File: src/rtl/serial_subtractor.sv
// Bit-serial LSB-first subtractor: {Bout,diff} = in1 - in2 - Bin over WIDTH cycles.
// Define SERSUB_OVF_EN to add the signed overflow output ovf.
module serial_subtractor #(
  parameter int WIDTH = 8
) (
  input  logic             clk,
  input  logic             rst_n,
  input  logic             start,
  input  logic [WIDTH-1:0] in1,
  input  logic [WIDTH-1:0] in2,
  input  logic             Bin,
  output logic             busy,
  output logic             done,
  output logic [WIDTH-1:0] diff,
  output logic             Bout
`ifdef SERSUB_OVF_EN
  ,
  output logic             ovf
`endif
);

  localparam int CW = (WIDTH > 2) ? $clog2(WIDTH) : 1;

  typedef enum logic [1:0] {
    IDLE,
    SHIFT,
    DONE
  } state_t;

  state_t           state;
  logic [WIDTH-1:0] a_sh;
  logic [WIDTH-1:0] b_sh;
  logic             borrow;
  logic [CW-1:0]    cnt;

  logic d;
  logic bnext;
  logic last;

  assign d     = a_sh[0] ^ b_sh[0] ^ borrow;
  assign bnext = (~a_sh[0] & b_sh[0])
               | (~(a_sh[0] ^ b_sh[0]) & borrow);
  assign last  = (cnt == CW'(WIDTH - 1));

  always_ff @(posedge clk or negedge rst_n) begin
    if (!rst_n) begin
      state  <= IDLE;
      busy   <= 1'b0;
      done   <= 1'b0;
      diff   <= '0;
      Bout   <= 1'b0;
      a_sh   <= '0;
      b_sh   <= '0;
      borrow <= 1'b0;
      cnt    <= '0;
`ifdef SERSUB_OVF_EN
      ovf    <= 1'b0;
`endif
    end else begin
      case (state)
        IDLE: begin
          if (start) begin
            a_sh   <= in1;
            b_sh   <= in2;
            borrow <= Bin;
            cnt    <= '0;
            busy   <= 1'b1;
            state  <= SHIFT;
          end
        end
        SHIFT: begin
          a_sh   <= a_sh >> 1;
          b_sh   <= b_sh >> 1;
          diff   <= {d, diff[WIDTH-1:1]};
          borrow <= bnext;
          cnt    <= cnt + 1'b1;
          if (last) begin
            Bout  <= bnext;
            done  <= 1'b1;
            state <= DONE;
`ifdef SERSUB_OVF_EN
            // on the last edge the shifters hold the operand MSBs
            ovf   <= (a_sh[0] ^ b_sh[0]) & (d ^ a_sh[0]);
`endif
          end
        end
        DONE: begin
          done  <= 1'b0;
          busy  <= 1'b0;
          state <= IDLE;
        end
        default: state <= IDLE;
      endcase
    end
  end

endmodule

File: config.mk
export PLATFORM = sky130hd
export DESIGN_NAME = serial_subtractor
export DESIGN_NICKNAME = d
export VERILOG_FILES = /design/src/rtl/serial_subtractor.sv
export SDC_FILE = /design/constraint.sdc
export NUM_CORES = 1
export LEC_CHECK = 0
export ABC_CLOCK_PERIOD_IN_PS = 1250
export CAP_MARGIN = 20
export CORE_AREA = 2 2 68 70
export CTS_CLUSTER_SIZE = 30
export DETAILED_ROUTE_END_ITERATION = 8
export DIE_AREA = 0 0 70 72
export SYNTH_ARGS = -nofsm -noshare
export SYNTH_HDL_FRONTEND = slang
export SYNTH_SLANG_ARGS = --single-unit
File: constraint.sdc
create_clock -name clk -period 1.25 [get_ports clk]
set_input_delay 0.25 -clock clk [delete_from_list [all_inputs] [get_ports clk]]
set_output_delay 0.25 -clock clk [all_outputs]
set_load 0.02 [all_outputs]
# Word-level counts from Yosys, hierarchy flattened
# Cells that the tools add are included.
# classes
n_addsub,1
n_eq_ne,5
mux,15
n_bitwise,7
reduce_logical,9
# op_table
op,n
case mux 8 bit (2 select lines),2
2-to-1 mux 8 bit,2
AND reduction 2 bit,5
case mux 1 bit (2 select lines),3
case mux 3 bit (2 select lines),1
nonzero test 2 bit,3
2-to-1 mux 2 bit,2
"inequality test 2 bit, second input constant",2
case mux 2 bit (2 select lines),1
"adder 3 x 1 -> 3 bit, second input constant",1
"equality test 3 bit, second input constant",1
2-to-1 mux 1 bit,3
2-to-1 mux 3 bit,1
AND 1 bit,2
"equality test 2 x 1 -> 1 bit, second input constant",1
"equality test 2 bit, second input constant",1
zero test 2 bit,1
inverter 1 bit,2
XOR 1 bit,2
bitwise OR 1 bit,1
# totals
ff_bits,33
in_bits,20
output_inout_bits,11
wordCells,46

# Depth between registers and ports, before layout
# Gate-level depths: netlist of the first run.
# depth
depth_word,5
mapped_depth,5
ltp_nobuf,5

# Worst setup path before layout of the first run
# OpenSTA, ideal clock, no wires.
# synth_timing
path_type,register to register
startpoint,register state[1]
endpoint,register b_sh[3]
setup_time_ps,123
arrival_time_ps,1124
t_required_ps,1127
path_slack_ps,3
stages_incl_launch_ff,4
path_buffers,1
synth_period_minus_slack_ps,1247
cell_sequence,dfrtp_1 > buf_2 > or4b_1 > o221a_2
# synth_via
elab_chain_len,3
word_cells_on_any_way,6
classes_between,eq/ne: 2; mux: 1; reduce/logical: 3
# synth_rtl
item,line_no,source
from (decl),30,state_t state;
from (signal assigned),47,state <= IDLE;
from (signal assigned),68,state <= SHIFT;
from (signal assigned),80,state <= DONE;
equality test 2 x 1 -> 1 bit or zero test 2 bit (tied branches),60,case (state)
nonzero test 2 bit (no line) or inequality test 2 bit (tied branches),n/a,
AND reduction 2 bit (no line),n/a,
to (signal assigned),64,b_sh <= in2;
to (signal assigned),73,b_sh <= b_sh >> 1;
to (decl),32,logic [WIDTH-1:0] b_sh;
# Parallel ways exist; a longest one is shown, timed or not.
# A chain may end at the register's enable or synchronous reset.

# Worst setup path after layout of the first run
# layout_timing
startpoint,register state[0]
endpoint,register b_sh[3]
# Same word-level chain as after synthesis.

==> results of run 1 <==
==> flip-flops by register name, indices dropped and copies added (netlist names) <==
register  count
done          1
busy          1
b_sh          8
cnt           3
diff          8
a_sh          8
state         2
borrow        1
Bout          1
==> cell families after synthesis <==
logic type,count (synthesis),synth area share [%]
buffers and inverters,15,4.89
adder cells (fa/ha/maj),3,3.14
AO/OA/AOI/OAI,51,22.4
AND/OR/NAND/NOR,39,12.0
flip-flops,33,57.6
==> power groups by stage <==
stage | combinational, W | sequential [W] | clock (W)
floorplan | 0.00114 | 0.00201 | 0
global placement | 0.00202 | 0.00191 | 0
detailed placement | 0.00210 | 0.00193 | 0
CTS | 0.00203 | 0.00192 | 0.000797
global route | 0.00231 | 0.00200 | 0.000847
finish | 0.00204 | 0.00192 | 0.000774
==> path summary, 6_finish.rpt <==
check	from	to	slack, ns	cells after the start
min in group clk	start	busy	0.43	3
worst min register to register	cnt[0]	cnt[0]	0.48	1
max in group asynchronous	rst_n	state[0]	0.74	2
worst min-delay path	rst_n	diff[5]	0.33	2
worst max-delay path	state[0]	b_sh[3]	0.02	2
worst max register to register	state[0]	b_sh[3]	0.02	2
==> worst max-delay path, stage by stage, from the launching register on <==
cell and delay [ns]:
dfrtp_2 0.46, or4b_1 0.53, o221a_2 0.13
==> metrics by stage <==
stage | total power [W] | setup slack, ns | util [%] | instance area (µm²)
global route | 0.00516 | -0.0280 | 46.6 | 1990
finish | 0.00474 | 0.0175 | 46.6 | 1990
detailed placement | 0.00403 | -0.261 | 44.2 | 1880
CTS | 0.00474 | 0.0000462 | 46.2 | 1970
global placement | 0.00393 | -0.245 | 44.2 | 1880
floorplan | 0.00315 | 0.00333 | - | 1430
==> layer usage <==
layer / wire [µm] / GRT usage (%) / up-vias
met2: 1730 / 25.6 / 38
met4: 47 / 5.34 / 0
met3: 196 / 4.86 / 6
met1: 1400 / 16.5 / 599
li1: - / - / 597
met5: 0 / 0 / -
==> cells in the final DEF (no fill, tap or decap), drive strengths merged <==
cell type      count
or2                1
clkinvlp           1
o2bb2ai            1
nor2               3
nand2             28
o221a              1
o32ai              1
a2bb2oi            2
inv                6
or4b               1
nor2b              2
buf               18
a21oi             13
nand2b             3
dlymetal6s2s       1
nand3b             1
a22o               2
clkdlybuf4s50     18
a22oi              2
clkdlybuf4s15      4
dfrtp             33
clkinv             2
fa                 1
clkbuf            12
o21ai              5
a221oi             1
o22ai             23
ha                 2
==> layout make-up <==
class,instances,area [µm²],area share [%]
clock buffer,5,68.8,3.46
sequential,33,828,41.7
inverter,6,22.5,1.13
multi-input combinational,93,564,28.4
timing repair buffer,48,420,21.2
clock inverter,3,17.5,0.882
tap,52,65.1,3.27
==> what timing repair did <==
action                                  4_1_cts  5_1_grt
setup buffers                                 0        2
gates resized for setup                      21       20
pin swaps                                     0        1
endpoints found under the setup margin       19       31
==> flow_metrics.tcl, run 1 <==
set metrics [dict create \
    status "finished, final reports clean" \
    vias 1240 \
    antenna_found_initial 0 \
    p_switching_w 0.00182 \
    slew_violations 0 \
    clk_path_buf_depth 2 \
    cp_data_arrival_time_ns 1.41 \
    max_freq_mhz 811 \
    synth_edf_count 0 \
    hold_viol_final 0 \
    num_antenna_cells 0 \
    grt_pass1_vias 1315 \
    cts.clk_slew.worst_paths_ns 0.07 \
    synth_nets 164 \
    coreArea_mm2 0.00426 \
    ys.flop_type "dfrtp_1" \
    die-height_um 72 \
    post_drt_wl_per_cell_um 14.1 \
    synthTopCellsByCount "dfrtp_1, nand2_1, o22ai_1" \
    worst_setup_path_end_kind "flop" \
    yosys-top-cells-area "dfrtp_1, o22ai_1, nand2_1" \
    synth_top_area_cell "dfrtp_1" \
    cp.required_ns 1.42 \
    tightest_slew_ns 0.230 \
    worst-path-max-fanout 9 \
    period_needed_ns 1.23 \
    grt_max_degree 34 \
    leakagePower_nw 0.915 \
    drt_first_pass_iters 4 \
    grt_remaining_overflow 0 \
    wl_um 3380 \
    start_util_pct 33.6 \
    yosysMostFrequentCell "dfrtp_1" \
    synthDistinctLibCells 25 \
    async_reset_ff_share_pct 100 \
    drc 0 \
    ys_ff_latch 33 \
    die_w_um 70 \
    internal-power_w 0.00291 \
    syn_area_mm2 0.00143 \
    relSlewSlack_pct 84.6 \
    yosys_warnings 0 \
    die-area_mm2 0.00504 \
    clkPwrFrac_pct 16.3 \
    clk_latency_ns 0.28 \
    placed_cells_incl_taps 230 \
    synthCells 141 \
    htree_levels 2 \
    crit_path_start_kind "flop" \
    instances_no_fill 240 \
    core.rowCount 24 \
    via_per_inst 5.17 \
    critPathKind "reg -> reg" \
    ios 31 \
    numCtsBuffers 5 \
    ctsHoldBuffers 0 \
    avgSynthCellArea_um2 10.2 \
    power_frac_comb_pct 43.0 \
    setup_viol 0 \
    synthToLayoutAreaGrowth_pct 38.6 \
    nNetsFinal 210 \
    clock_skew_ns 0.00598 \
    cap_viol_max_count 0 \
    swShare_pct 38.5 \
    place.gp.congestion 0.794 \
    io_buffers 30 \
    cts.sinks 33 \
    finalCritPeriodShare_pct 98.6 \
    hpwl_um 2440 \
    hp-class "in -> async" \
    whs_ns 0.330 \
    p_seq_share_pct 40.6 \
    seq_area_frac_synth_pct 57.6 \
    vdd_drop_max_v 0.000956 \
    drt_iter0_drc 83 \
    finalSetupTns_ns 0 \
    grt_util_all_layers_pct 14.5 \
    grt_pass1_wl_um 5780 \
    cts_tree "done" \
    synth_top_area_share_pct 57.6 \
    drive_gt1_share_pct 23.9 \
    fillers 428 \
    power_density_mw_per_mm2 2380 \
    cts_root_buf "clkbuf_8" \
    rsz0062_at_grt "yes" \
    final_antenna_net_count 0 \
]
Note: power is estimated with default switching activity, not from simulation.
==> inputs of run 2 (changes only) <==
--- a/config.mk
+++ b/config.mk
@@ -7,10 +7,11 @@
 export LEC_CHECK = 0
 export ABC_CLOCK_PERIOD_IN_PS = 1250
 export CAP_MARGIN = 20
-export CORE_AREA = 2 2 68 70
+export CORE_AREA = 2 2 80 59
 export CTS_CLUSTER_SIZE = 30
 export DETAILED_ROUTE_END_ITERATION = 8
-export DIE_AREA = 0 0 70 72
+export DIE_AREA = 0 0 82 61
+export PLACE_DENSITY = 0.61
 export SYNTH_ARGS = -nofsm -noshare
 export SYNTH_HDL_FRONTEND = slang
 export SYNTH_SLANG_ARGS = --single-unit
==> run 2 against run 1 <==
Net effect:
- critical path depth did not move
- register-to-register slack hardly changed
- final cell count up 2.9%
- core utilization is 1.5 points higher
- sequential share of layout area shrank 0.70 points
- critical path type unchanged
- critical endpoint unchanged
- largest power group unchanged
==> flow_metrics.tcl, run 2 (same netlist as run 1, synthesis figures left out) <==
set metrics [dict create \
    status "finished, final reports clean" \
    drive_gt1_share_pct 24.0 \
    leakagePower_nw 0.940 \
    grt_max_degree 34 \
    final_antenna_net_count 0 \
    antenna_found_initial 0 \
    die-height_um 61 \
    clk_path_buf_depth 2 \
    die_w_um 82 \
    cap_viol_max_count 0 \
    place_ws_ns -0.249 \
    wl_um 3570 \
    crit_family "simple AND/OR/NAND/NOR gates" \
    grt_pass1_vias 1288 \
    hpwl_um 2550 \
    core.rowCount 20 \
    cts_root_buf "clkbuf_8" \
    crit_path_start_kind "flop" \
    met1_usage_pct 20.9 \
    vias 1240 \
    p_seq_share_pct 39.9 \
    coreArea_mm2 0.00420 \
    via_per_inst 5.02 \
    layout_common_cells "dfrtp_1, nand2_1, o22ai_1" \
    nNetsFinal 214 \
    place.gp.congestion 0.791 \
    slew_violations 0 \
    finalCritPeriodShare_pct 98.8 \
    power_density_mw_per_mm2 2400 \
    rr_worst_depth 2 \
    htree_levels 2 \
    start_util_pct 34.1 \
    post_drt_wl_per_cell_um 14.5 \
    synthToLayoutAreaGrowth_pct 40.9 \
    r2r-end "b_sh[3]" \
    power_frac_comb_pct 44.4 \
    grt_remaining_overflow 0 \
    worstPathCellList "or4b_1, o221a_2" \
    drc 0 \
    hold_viol_final 0 \
    utilization_pct 48.1 \
    crit_buf_inv 0 \
    internal-power_w 0.00300 \
    clkPwrFrac_pct 15.7 \
    use_met2_pct 25.8 \
    reg2reg_from "state[1]" \
    max_freq_mhz 810 \
    setup_slack_ns 0.0149 \
    grt_util_all_layers_pct 16.0 \
    vdd_drop_max_v 0.000901 \
    clock_skew_ns 0.00463 \
    clk_latency_ns 0.28 \
    ff_latch_area_um2 828 \
    slowest_delay_ns 0.52 \
    grt_pass1_wl_um 5850 \
    fillers 411 \
    power_w 0.00485 \
    ios 31 \
    hp-class "in -> async" \
    tightest_slew_ns 0.288 \
    drt_first_pass_iters 4 \
    cp.required_ns 1.42 \
    ctsHoldBuffers 0 \
    die-area_mm2 0.00500 \
    cts_tree "done" \
    setup_viol 0 \
    crit_slowest_cell "or4b_1" \
    top_usage_layer "met2" \
    rrSetupSlack_ns 0.01 \
    cts.clk_slew.worst_paths_ns 0.06 \
    p_switching_w 0.00185 \
    worst_setup_path_end_kind "flop" \
    drt_iter0_drc 66 \
    relSlewSlack_pct 80.7 \
    io_buffers 30 \
    worst-path-max-fanout 8 \
    met3_usage_pct 4.76 \
    critPathKind "reg -> reg" \
    swShare_pct 38.2 \
    rsz0062_at_grt "yes" \
    cts.sinks 33 \
    cp_data_arrival_time_ns 1.40 \
    top_regs "a_sh x8, b_sh x8, diff x8" \
    numCtsBuffers 5 \
    period_needed_ns 1.24 \
    final_common_cell "dfrtp_1" \
    multi_input_area_um2 581 \
    num_antenna_cells 0 \
]
-- run 2: final cells by class --
| class | instances | area share [%] |
|---|---|---|
| flip-flops and latches | 33 | 41.0 |
| multi-input cells | 93 | 28.7 |
| repair buffers | 52 | 21.8 |
| clock buffers | 8 | 3.96 |
| well taps | 55 | 3.41 |
| inverters | 6 | 1.11 |
-- run 2: what timing repair did --
action                     4_1_cts  5_1_grt
resized for setup               22       20
setup endpoints to repair       22       28
setup buffers                    1        1
pin swaps                        0        2
-- run 2: worst max-delay path by stage --
stage | startpoint | endpoint | slack [ns] | depth (start not counted)
3_5_place_dp | start | b_sh[2] | -0.25 | 5
5_1_grt | state[1] | b_sh[3] | -0.03 | 2
6_report | state[1] | b_sh[3] | 0.01 | 2
4_1_cts | state[1] | b_sh[3] | -0.004 | 2
3_3_place_gp | start | b_sh[1] | -0.25 | 5
2_1_floorplan | state[1] | b_sh[3] | 0.003 | 3
-- run 2: power by group through the flow --
stage / logic, W / registers, W / clock network, W
2_1_floorplan: 0.00114 / 0.00201 / 0
3_3_place_gp: 0.00209 / 0.00191 / 0
3_5_place_dp: 0.00216 / 0.00194 / 0
4_1_cts: 0.00215 / 0.00193 / 0.000781
5_1_grt: 0.00241 / 0.00200 / 0.000838
6_report: 0.00215 / 0.00194 / 0.000762
-- run 2: routing by layer --
layer	part of all wire, %	vias to the layer above
li1	-	610
met1	48	599
met2	46	27
met3	5.3	4
met4	0.92	0
met5	0	-
-- run 2: through the flow --
| step | setup TNS [ns] | cells | hold slack, ns | cell area [µm²] |
|---|---|---|---|---|
| detailed placement | -3.66 | 237 | 0.470 | 1920 |
| global placement | -3.38 | 237 | 0.462 | 1920 |
| finish | 0 | 247 | 0.341 | 2020 |
| global route | -0.0320 | 247 | 0.349 | 2020 |
| floorplan | 0 | 141 | -0.0456 | 1430 |
| CTS | -0.00706 | 246 | 0.343 | 2010 |
==> inputs of run 3 (changes only) <==
--- a/config.mk
+++ b/config.mk
@@ -12,6 +12,7 @@
 export DETAILED_ROUTE_END_ITERATION = 8
 export DIE_AREA = 0 0 82 61
 export PLACE_DENSITY = 0.61
+export RECOVER_POWER = 25
 export SYNTH_ARGS = -nofsm -noshare
 export SYNTH_HDL_FRONTEND = slang
 export SYNTH_SLANG_ARGS = --single-unit
==> run 3 against run 2 <==
Net effect:
- non-clock buffer count did not move
- clock-buffer cell count did not move
- worst hold slack improved by 0.14 ns
- maximum frequency barely moved
- combinational power barely moved
- register-to-register slack barely moved
- total power barely moved
- worst setup slack barely moved
==> flow_metrics.tcl, run 3 (same netlist as run 1, synthesis figures left out) <==
set metrics [dict create \
    ff_latch_area_um2 828 \
    grt_max_degree 34 \
    crit_path_start_kind "flop" \
    vdd_drop_max_v 0.000901 \
    grt_pass1_wl_um 5850 \
    die-area_mm2 0.00500 \
    drive_gt1_share_pct 24.0 \
    nNetsFinal 214 \
    hold_viol_final 0 \
    slew_violations 0 \
    vias 1240 \
    antenna_found_initial 0 \
    internal-power_w 0.00299 \
    grt_util_all_layers_pct 16.0 \
    finalCritPeriodShare_pct 98.8 \
    setup_viol 0 \
    layout_common_cells "dfrtp_1, nand2_1, o22ai_1" \
    final_common_cell "dfrtp_1" \
    cts.sinks 33 \
    cap_viol_max_count 0 \
    setup_slack_ns 0.0149 \
    worst_setup_path_end_kind "flop" \
    cts_root_buf "clkbuf_8" \
    worst-path-max-fanout 8 \
    period_needed_ns 1.24 \
    swShare_pct 38.3 \
    clk_latency_ns 0.28 \
    htree_levels 2 \
    whs_ns 0.484 \
    drt_iter0_drc 66 \
    clkPwrFrac_pct 15.8 \
    post_drt_wl_per_cell_um 14.5 \
    critPathKind "reg -> reg" \
    io_buffers 30 \
    coreArea_mm2 0.00420 \
    p_switching_w 0.00185 \
    die_w_um 82 \
    power_w 0.00484 \
    hpwl_um 2550 \
    cts.clk_slew.worst_paths_ns 0.06 \
    place_ws_ns -0.249 \
    cp_data_arrival_time_ns 1.40 \
    ios 31 \
    cp.required_ns 1.42 \
    leakagePower_nw 0.935 \
    max_freq_mhz 810 \
    place.gp.congestion 0.791 \
    relSlewSlack_pct 43.6 \
    top_regs "a_sh x8, b_sh x8, diff x8" \
    drt_first_pass_iters 4 \
    cts_tree "done" \
    power_density_mw_per_mm2 2420 \
    status "finished, final reports clean" \
    num_antenna_cells 0 \
    clk_path_buf_depth 2 \
    rsz0062_at_grt "yes" \
    core.rowCount 20 \
    wl_um 3570 \
    fillers 413 \
    grt_pass1_vias 1288 \
    hp-class "reg -> reg" \
    multi_input_area_um2 581 \
    p_seq_share_pct 40.0 \
    tightest_slew_ns 0.845 \
    grt_remaining_overflow 0 \
    numCtsBuffers 5 \
    power_frac_comb_pct 44.3 \
    via_per_inst 5.02 \
    synthToLayoutAreaGrowth_pct 39.9 \
    utilization_pct 47.7 \
    clock_skew_ns 0.00537 \
    die-height_um 61 \
    drc 0 \
    final_antenna_net_count 0 \
    start_util_pct 34.1 \
]
[run 3: repair_timing]
action / in CTS / in global routing
gates resized for setup: 22 / 20
hold buffers: 0 / 0
endpoints found under the setup margin: 22 / 28
pin swaps: 0 / 2
buffers inserted: 1 / 1
[run 3: power groups by stage]
stage / Combinational (W) / Sequential [W] / Clock (W)
floorplan: 0.00114 / 0.00201 / 0
global placement: 0.00209 / 0.00191 / 0
detailed placement: 0.00216 / 0.00194 / 0
CTS: 0.00215 / 0.00193 / 0.000781
global route: 0.00240 / 0.00200 / 0.000838
finish: 0.00215 / 0.00194 / 0.000763
[run 3: final timing paths]
kind	cells past startpoint	end	start	slack, ns
max in group asynchronous	2	state[1]	rst_n	0.13
hold / removal	2	diff[0]	diff[0]	0.48
min in group asynchronous	2	b_sh[6]	rst_n	0.54
setup / recovery	2	b_sh[3]	state[1]	0.01
setup reg to reg	2	b_sh[3]	state[1]	0.01
hold reg to reg	2	diff[0]	diff[0]	0.48
[run 3: cell type report]
type | count | area share [%]
timing repair buffer | 52 | 21.2
multi-input combinational | 93 | 28.9
sequential | 33 | 41.3
tap | 55 | 3.43
inverter | 6 | 1.12
clock buffer | 8 | 3.99
[run 3: metal layers]
layer | up-vias | global-route usage, % | part of all wire, %
met1 | 596 | 20.9 | 48
met3 | 4 | 4.76 | 5.6
met4 | 0 | 5.71 | 0.92
met2 | 32 | 25.8 | 46
li1 | 608 | - | -
met5 | - | 0 | 0
[run 3: per-stage QoR]
| step | instances | area, µm² | TNS, ns |
|---|---|---|---|
| final | 247 | 2010 | 0 |
| after global routing | 247 | 2010 | -0.0934 |
| after CTS | 246 | 2010 | -0.00706 |
| after detailed placement | 237 | 1920 | -3.66 |
| after global placement | 237 | 1920 | -3.38 |
| after floorplan | 141 | 1430 | 0 |
[run 3: critical path, cell delays in order (launching register included)]
cell,delay [ns]
dfrtp_2,0.46
or4b_1,0.52
o221a_2,0.14
